$ cat config.mk
export PLATFORM = sky130hd
export DESIGN_NAME = randomizer_mc
export DESIGN_NICKNAME = d
export VERILOG_FILES = /design/src/rtl/randomizer_pkg.sv /design/src/rtl/randomizer_mc_lfsr_step.sv /design/src/rtl/randomizer_mc.sv
export SDC_FILE = /design/constraint.sdc
export NUM_CORES = 1
export LEC_CHECK = 0
export BUFFER_PORTS_ARGS = -buffer_cell sky130_fd_sc_hd__buf_2
export CAP_MARGIN = 20
export CORE_MARGIN = 3
export CORE_UTILIZATION = 54
export CTS_BUF_LIST = sky130_fd_sc_hd__clkbuf_8 sky130_fd_sc_hd__clkbuf_16
export CTS_CLUSTER_SIZE = 30
export DETAILED_ROUTE_END_ITERATION = 16
export PLACE_DENSITY = 0.81
export SLEW_MARGIN = 20
export SYNTH_ARGS = -nofsm -noshare
export SYNTH_HDL_FRONTEND = slang
export SYNTH_SLANG_ARGS = --single-unit
$ cat constraint.sdc
create_clock -name clk -period 2.8 [get_ports clk]
set_input_delay 0.14 -clock clk [delete_from_list [all_inputs] [get_ports clk]]
set_output_delay 0.14 -clock clk [all_outputs]
set_load 0.01 [all_outputs]
$ cat src/rtl/randomizer_pkg.sv
// Shared definitions for the multi-channel LFSR randomizer: sizing helper,
// maximal-length XNOR tap table and FSM states.
package randomizer_pkg;

    typedef enum logic {INIT, RUN} rnd_state_e;

    function automatic int clog2(input int n);
        int r = 0;
        while ((64'd1 << r) < 64'(n)) r++;
        return r;
    endfunction

    function automatic logic [63:0] tap_set(input int a, input int b, input int c,
                                            input int d, input int e);
        logic [63:0] t;
        t    = '0;
        t[a] = 1'b1;
        t[b] = 1'b1;
        t[c] = 1'b1;
        t[d] = 1'b1;
        t[e] = 1'b1;
        t[0] = 1'b0;
        return t;
    endfunction

    // Bit i set means shifted bit i is XNORed with the feedback bit; the top tap is implicit.
    function automatic logic [63:0] lfsr_tap(input int width);
        case (width)
            3:  return tap_set(2, 0, 0, 0, 0);      4:  return tap_set(3, 0, 0, 0, 0);
            5:  return tap_set(3, 0, 0, 0, 0);      6:  return tap_set(5, 0, 0, 0, 0);
            7:  return tap_set(6, 0, 0, 0, 0);      8:  return tap_set(6, 5, 4, 0, 0);
            9:  return tap_set(5, 0, 0, 0, 0);      10: return tap_set(7, 0, 0, 0, 0);
            11: return tap_set(9, 0, 0, 0, 0);      12: return tap_set(6, 4, 1, 0, 0);
            13: return tap_set(4, 3, 1, 0, 0);      14: return tap_set(5, 3, 1, 0, 0);
            15: return tap_set(14, 0, 0, 0, 0);     16: return tap_set(15, 13, 4, 0, 0);
            17: return tap_set(14, 0, 0, 0, 0);     18: return tap_set(11, 0, 0, 0, 0);
            19: return tap_set(6, 2, 1, 0, 0);      20: return tap_set(17, 0, 0, 0, 0);
            21: return tap_set(19, 0, 0, 0, 0);     22: return tap_set(21, 0, 0, 0, 0);
            23: return tap_set(18, 0, 0, 0, 0);     24: return tap_set(23, 22, 17, 0, 0);
            25: return tap_set(22, 0, 0, 0, 0);     26: return tap_set(6, 2, 1, 0, 0);
            27: return tap_set(5, 2, 1, 0, 0);      28: return tap_set(25, 0, 0, 0, 0);
            29: return tap_set(27, 0, 0, 0, 0);     30: return tap_set(6, 4, 1, 0, 0);
            31: return tap_set(28, 0, 0, 0, 0);     32: return tap_set(22, 2, 1, 0, 0);
            33: return tap_set(20, 0, 0, 0, 0);     34: return tap_set(27, 2, 1, 0, 0);
            35: return tap_set(33, 0, 0, 0, 0);     36: return tap_set(25, 0, 0, 0, 0);
            37: return tap_set(5, 4, 3, 2, 1);      38: return tap_set(6, 5, 1, 0, 0);
            39: return tap_set(35, 0, 0, 0, 0);     40: return tap_set(38, 21, 19, 0, 0);
            41: return tap_set(38, 0, 0, 0, 0);     42: return tap_set(41, 20, 19, 0, 0);
            43: return tap_set(42, 38, 37, 0, 0);   44: return tap_set(43, 18, 17, 0, 0);
            45: return tap_set(44, 42, 41, 0, 0);   46: return tap_set(45, 26, 25, 0, 0);
            47: return tap_set(42, 0, 0, 0, 0);     48: return tap_set(47, 21, 20, 0, 0);
            49: return tap_set(40, 0, 0, 0, 0);     50: return tap_set(49, 24, 23, 0, 0);
            51: return tap_set(50, 36, 35, 0, 0);   52: return tap_set(49, 0, 0, 0, 0);
            53: return tap_set(52, 38, 37, 0, 0);   54: return tap_set(53, 18, 17, 0, 0);
            55: return tap_set(31, 0, 0, 0, 0);     56: return tap_set(55, 35, 34, 0, 0);
            57: return tap_set(50, 0, 0, 0, 0);     58: return tap_set(39, 0, 0, 0, 0);
            59: return tap_set(58, 38, 37, 0, 0);   60: return tap_set(59, 0, 0, 0, 0);
            61: return tap_set(60, 46, 45, 0, 0);   62: return tap_set(61, 6, 5, 0, 0);
            63: return tap_set(62, 0, 0, 0, 0);     64: return tap_set(63, 61, 60, 0, 0);
            default: return '0;
        endcase
    endfunction

endpackage

$ cat src/rtl/randomizer_mc_lfsr_step.sv
// One combinational Galois XNOR LFSR shift; chained by the top for multi-step advance.
module lfsr_step
    import randomizer_pkg::*;
#(
    parameter int OUTPUT_WIDTH = 32
) (
    input  logic [OUTPUT_WIDTH-1:0] din,
    output logic [OUTPUT_WIDTH-1:0] dout
);

    localparam logic [63:0] TAP = lfsr_tap(OUTPUT_WIDTH);

    assign dout[OUTPUT_WIDTH-1] = din[0];

    for (genvar i = 1; i < OUTPUT_WIDTH; i++) begin : g_bit
        if (TAP[i]) begin : g_tap
            assign dout[i-1] = ~(din[i] ^ din[0]);
        end else begin : g_pass
            assign dout[i-1] = din[i];
        end
    end

endmodule

$ cat src/rtl/randomizer_mc.sv
// Multi-channel handshaked LFSR randomizer with a one-entry output register.
// Define RANDOMIZER_TPDF_EN for triangular-PDF output (two chained draws averaged).
module randomizer_mc
    import randomizer_pkg::*;
#(
    parameter int                      NR_CHANNELS   = 8,
    parameter int                      OUTPUT_WIDTH  = 32,
    parameter int                      STEPS         = 1,
    parameter logic [OUTPUT_WIDTH-1:0] DEFAULT_SEED  = '0,
    localparam int                     CHANNEL_WIDTH = (clog2(NR_CHANNELS) < 1) ? 1 : clog2(NR_CHANNELS)
) (
    input  logic                     clk,
    input  logic                     rst_n,
    input  logic [CHANNEL_WIDTH-1:0] rndm_ch,
    input  logic                     rndm_req,
    output logic                     rndm_ready,
    input  logic [OUTPUT_WIDTH-1:0]  rndm_seed,
    input  logic                     rndm_init,
    output logic [OUTPUT_WIDTH-1:0]  rndm_out,
    output logic [CHANNEL_WIDTH-1:0] rndm_out_ch,
    output logic                     rndm_out_valid,
    input  logic                     rndm_out_ready
);

`ifdef RANDOMIZER_TPDF_EN
    localparam int NR_SHIFTS = 2 * STEPS;
`else
    localparam int NR_SHIFTS = STEPS;
`endif
    localparam logic [OUTPUT_WIDTH-1:0] ALL_ONES = '1;

    rnd_state_e               state;
    logic [CHANNEL_WIDTH-1:0] sweep_cnt;
    logic [OUTPUT_WIDTH-1:0]  lfsr_ch [NR_CHANNELS];
    logic [OUTPUT_WIDTH-1:0]  chain [NR_SHIFTS+1];
    logic [OUTPUT_WIDTH-1:0]  next_state;
    logic [OUTPUT_WIDTH-1:0]  result;
    logic [OUTPUT_WIDTH-1:0]  seed_fixed;
    logic [OUTPUT_WIDTH-1:0]  sweep_seed;
    logic                     ch_valid;
    logic                     req_fire;

    // All-ones is the XNOR lock-up state, so it is never stored or emitted.
    function automatic logic [OUTPUT_WIDTH-1:0] no_lockup(input logic [OUTPUT_WIDTH-1:0] v);
        return (v == ALL_ONES) ? '0 : v;
    endfunction

    assign ch_valid   = int'(rndm_ch) < NR_CHANNELS;
    assign rndm_ready = (state == RUN) && (!rndm_out_valid || rndm_out_ready);
    assign req_fire   = rndm_req && rndm_ready;
    assign seed_fixed = no_lockup(rndm_seed);
    assign sweep_seed = no_lockup(DEFAULT_SEED ^ OUTPUT_WIDTH'(sweep_cnt));
    assign chain[0]   = ch_valid ? lfsr_ch[rndm_ch] : '0;

    for (genvar s = 0; s < NR_SHIFTS; s++) begin : g_step
        lfsr_step #(.OUTPUT_WIDTH(OUTPUT_WIDTH)) u_step (
            .din  (chain[s]),
            .dout (chain[s+1])
        );
    end

`ifdef RANDOMIZER_TPDF_EN
    logic [OUTPUT_WIDTH-1:0] tpdf_a;
    assign tpdf_a     = no_lockup(chain[STEPS]);
    assign next_state = no_lockup(chain[NR_SHIFTS]);
    assign result     = $unsigned(($signed(tpdf_a) >>> 1) + ($signed(next_state) >>> 1));
`else
    assign next_state = no_lockup(chain[NR_SHIFTS]);
    assign result     = next_state;
`endif

    // Seed load is written after the step result so it wins on a shared channel.
    always_ff @(posedge clk) begin
        if (state == INIT) begin
            lfsr_ch[sweep_cnt] <= sweep_seed;
        end else if (ch_valid) begin
            if (req_fire)  lfsr_ch[rndm_ch] <= next_state;
            if (rndm_init) lfsr_ch[rndm_ch] <= seed_fixed;
        end
    end

    always_ff @(posedge clk or negedge rst_n) begin
        if (!rst_n) begin
            state          <= INIT;
            sweep_cnt      <= '0;
            rndm_out       <= '0;
            rndm_out_ch    <= '0;
            rndm_out_valid <= 1'b0;
        end else begin
            case (state)
                INIT: begin
                    sweep_cnt <= sweep_cnt + 1'b1;
                    if (sweep_cnt == CHANNEL_WIDTH'(NR_CHANNELS - 1)) state <= RUN;
                end
                RUN: begin
                    if (req_fire && ch_valid) begin
                        rndm_out       <= result;
                        rndm_out_ch    <= rndm_ch;
                        rndm_out_valid <= 1'b1;
                    end else if (rndm_out_ready) begin
                        rndm_out_valid <= 1'b0;
                    end
                end
                default: state <= INIT;
            endcase
        end
    end

endmodule

==> results.toml <==
[routing]
wl_per_cell_um = 26.9
drt_iter0_drc = 703
detailroute.via_count = 6962
drc_errors = 0
drtAntennaViolNets = 0
firstDrtPassIters = 5
via_per_inst = 6.43
wl_mm = 29.1

[yosys]
synth_top_area_frac = 0.638
yosysWarnings = 0
syn-cell-area_um2 = 12100
syn_inst = 639
syn_nets = 681
synth-main-ff-cell = "edfxtp_1"
synth_commonest_cells = "256 x edfxtp_1, 73 x nor2_1, 64 x mux4_2"
synth-seq-cells = 296
yosysUniqueCellTypes = 37
syn_area_per_cell_um2 = 18.9
synth_edf_count = 256
async_reset_ff_frac = 0.135
synthTopCellsByArea = "edfxtp_1 64%, mux4_2 12%, dfrtp_1 8.3%"
ys_seq_area_frac = 0.721
synth_most_common_cell = "edfxtp_1"
synth_top_area_cell = "edfxtp_1"

[clock_network]
root_buffer = "clkbuf_16"
clk_pin_slew_ns = 0.06
cts_num_sinks = 296
cts_tree = "yes"
cts_buffer_depth = 3
cts_buffers = 29
worstSkewPairLatency_ns = 0.54
htreeDepth = 1

[global_route]
grt_pass1_vias = 7071
overflow = 0
grt_pass1_wl_mm = 43.6
grtUsageTotal = 0.242
grt_max_degree = 70
antenna_found_initial = 0

[placed_design]
portBuffers = 76
hpwl_mm = 18.6
place_area_um2 = 13200
place_congestion = 0.851

[sta]
setup_viol = 0
holdWs_ns = 0.0341
period_share = 0.960
finalCriticalPeriod_ns = 2.69
slew_headroom = 0.463
hold_viol = 0
fmax_mhz = 372
finalClockSkew_ns = 0.0106
slew_violations = 0
worst_slew_pin_slew_ns = 0.796
rsz0062_at_grt = "false"

[layout]
fin_nets = 822
multi_input_area_um2 = 3170
n_fill_cell = 1424
regArea_um2 = 8690
drive_gt1_frac = 0.347
diodes = 0
area_growth_pct = 18.0
fin_area_um2 = 14200

[setup_path]
cp_max_fo = 9
required_ns = 3.05
worst_setup_path_start_kind = "flop"
cp_data_arrival_time_ns = 2.94
end_kind = "flop"
critPathKind = "flop to flop"

[power]
p_leak_uw = 0.00520
powerDensity_nw_per_um2 = 693
finalPower_uw = 9860
peakVddDrop_v = 0.000467

[run]
cap_violations = 0

[die]
die_height_um = 155
coreArea_um2 = 21900
io-pin-count = 77
start_util = 0.551
die-area_um2 = 24100
die_width_um = 155
rows = 54

[hold_path]
min_path_type = "primary input to async pin"

[run_status]
outcome = "finished, final reports clean"
-- routing by layer --
metal	track usage	wire length [um]
met2	0.401	14700
met1	0.327	10600
met4	0.0846	862
met3	0.0445	2860
met5	0	0
-- kinds of logic after synthesis --
family | synth area share
muxes | 0.154
buffers and inverters | 0.0244
and+or+nand+nor | 0.0415
DFF | 0.721
xor gates and xnor gates | 0.00291
AOI/OAI and AO/OA | 0.0544
adders and majority gates | 0.00208
-- metrics by stage --
stage | cells | setup TNS, ns | utilization | setup WS, ns
after CTS | 1080 | 0 | 0.647 | 0.0676
after global routing | 1082 | 0 | 0.650 | 0.00384
after floorplan | 639 | -7.70 | - | -0.160
after detailed placement | 1024 | -12.24 | 0.604 | -0.0908
after global placement | 1024 | -0.0942 | 0.604 | -0.0118
final | 1082 | 0 | 0.650 | 0.112
-- critical path, stage by stage, from the launching register on --
cell and delay, ns:
edfxtp_1 0.33, mux4_2 0.24, mux2i_1 0.17, nor4_2 0.40
buf_4 0.18, nand4_1 0.10, or3_4 0.40, buf_4 0.18
a221o_1 0.41
-- power breakdown --
group	internal, uW	total [uW]	switching (uW)
Clock	2120	3710	1580
Combinational	448	1030	585
Sequential	5050	5120	77.1
-- placed cells by master, fill, tap and decap left out, drive strengths merged, types with 2 or more instances in the layout --
cell,n
a21boi,2
a21o,3
a21oi,4
a22o,62
buf,147
bufinv,2
clkbuf,31
clkinv,12
dfrtp,40
dlygate4sd3,3
edfxtp,256
ha,2
inv,9
mux2,5
mux2i,34
mux4,64
nand2,7
nand2b,2
nand3,2
nand4,14
nor2,73
nor3,3
nor4,6
o21ai,7
xnor2,2
xor2,2
-- registers in the layout, indices dropped and copies added, names as in the netlist --
name,cells
sweep_cnt,3
state,1
rndm_out,32
rndm_out_valid,1
lfsr_ch,256
rndm_out_ch,3
-- final timing paths --
| check | from | to | slack, ns | cells after the start |
|---|---|---|---|---|
| worst max register to register | lfsr_ch[6][31]$_DFFE_PP_ | lfsr_ch[3][2]$_DFFE_PP_ | 0.11 | 8 |
| max in group asynchronous | rst_n | rndm_out[25]$_DFFE_PN0P_ | 2.29 | 3 |
| min in group clk | rndm_seed[17] | lfsr_ch[4][17]$_DFFE_PP_ | 0.10 | 2 |
| worst max-delay path | lfsr_ch[6][31]$_DFFE_PP_ | lfsr_ch[3][2]$_DFFE_PP_ | 0.11 | 8 |
| worst min register to register | rndm_out_ch[2]$_DFFE_PN0P_ | rndm_out_ch[2]$_DFFE_PN0P_ | 0.50 | 1 |
| worst min-delay path | rst_n | rndm_out[13]$_DFFE_PN0P_ | 0.03 | 2 |
-- repair_timing --
action / in CTS / in global routing
setup buffers: 0 / 1
hold endpoints to repair: 41 / 0
hold buffers: 3 / 0
resized for setup: 0 / 5
endpoints found under the setup margin: 0 / 208
-- final cells by class --
| class | count | area share |
|---|---|---|
| multi-input cells | 301 | 0.223 |
| inverters | 2 | 0.000528 |
| clock buffers | 31 | 0.0529 |
| clock inverters | 22 | 0.0114 |
| flip-flops and latches | 296 | 0.611 |
| repair buffers | 150 | 0.0770 |
| well taps | 280 | 0.0246 |
No activity file was read; power rests on OpenSTA's default activity.
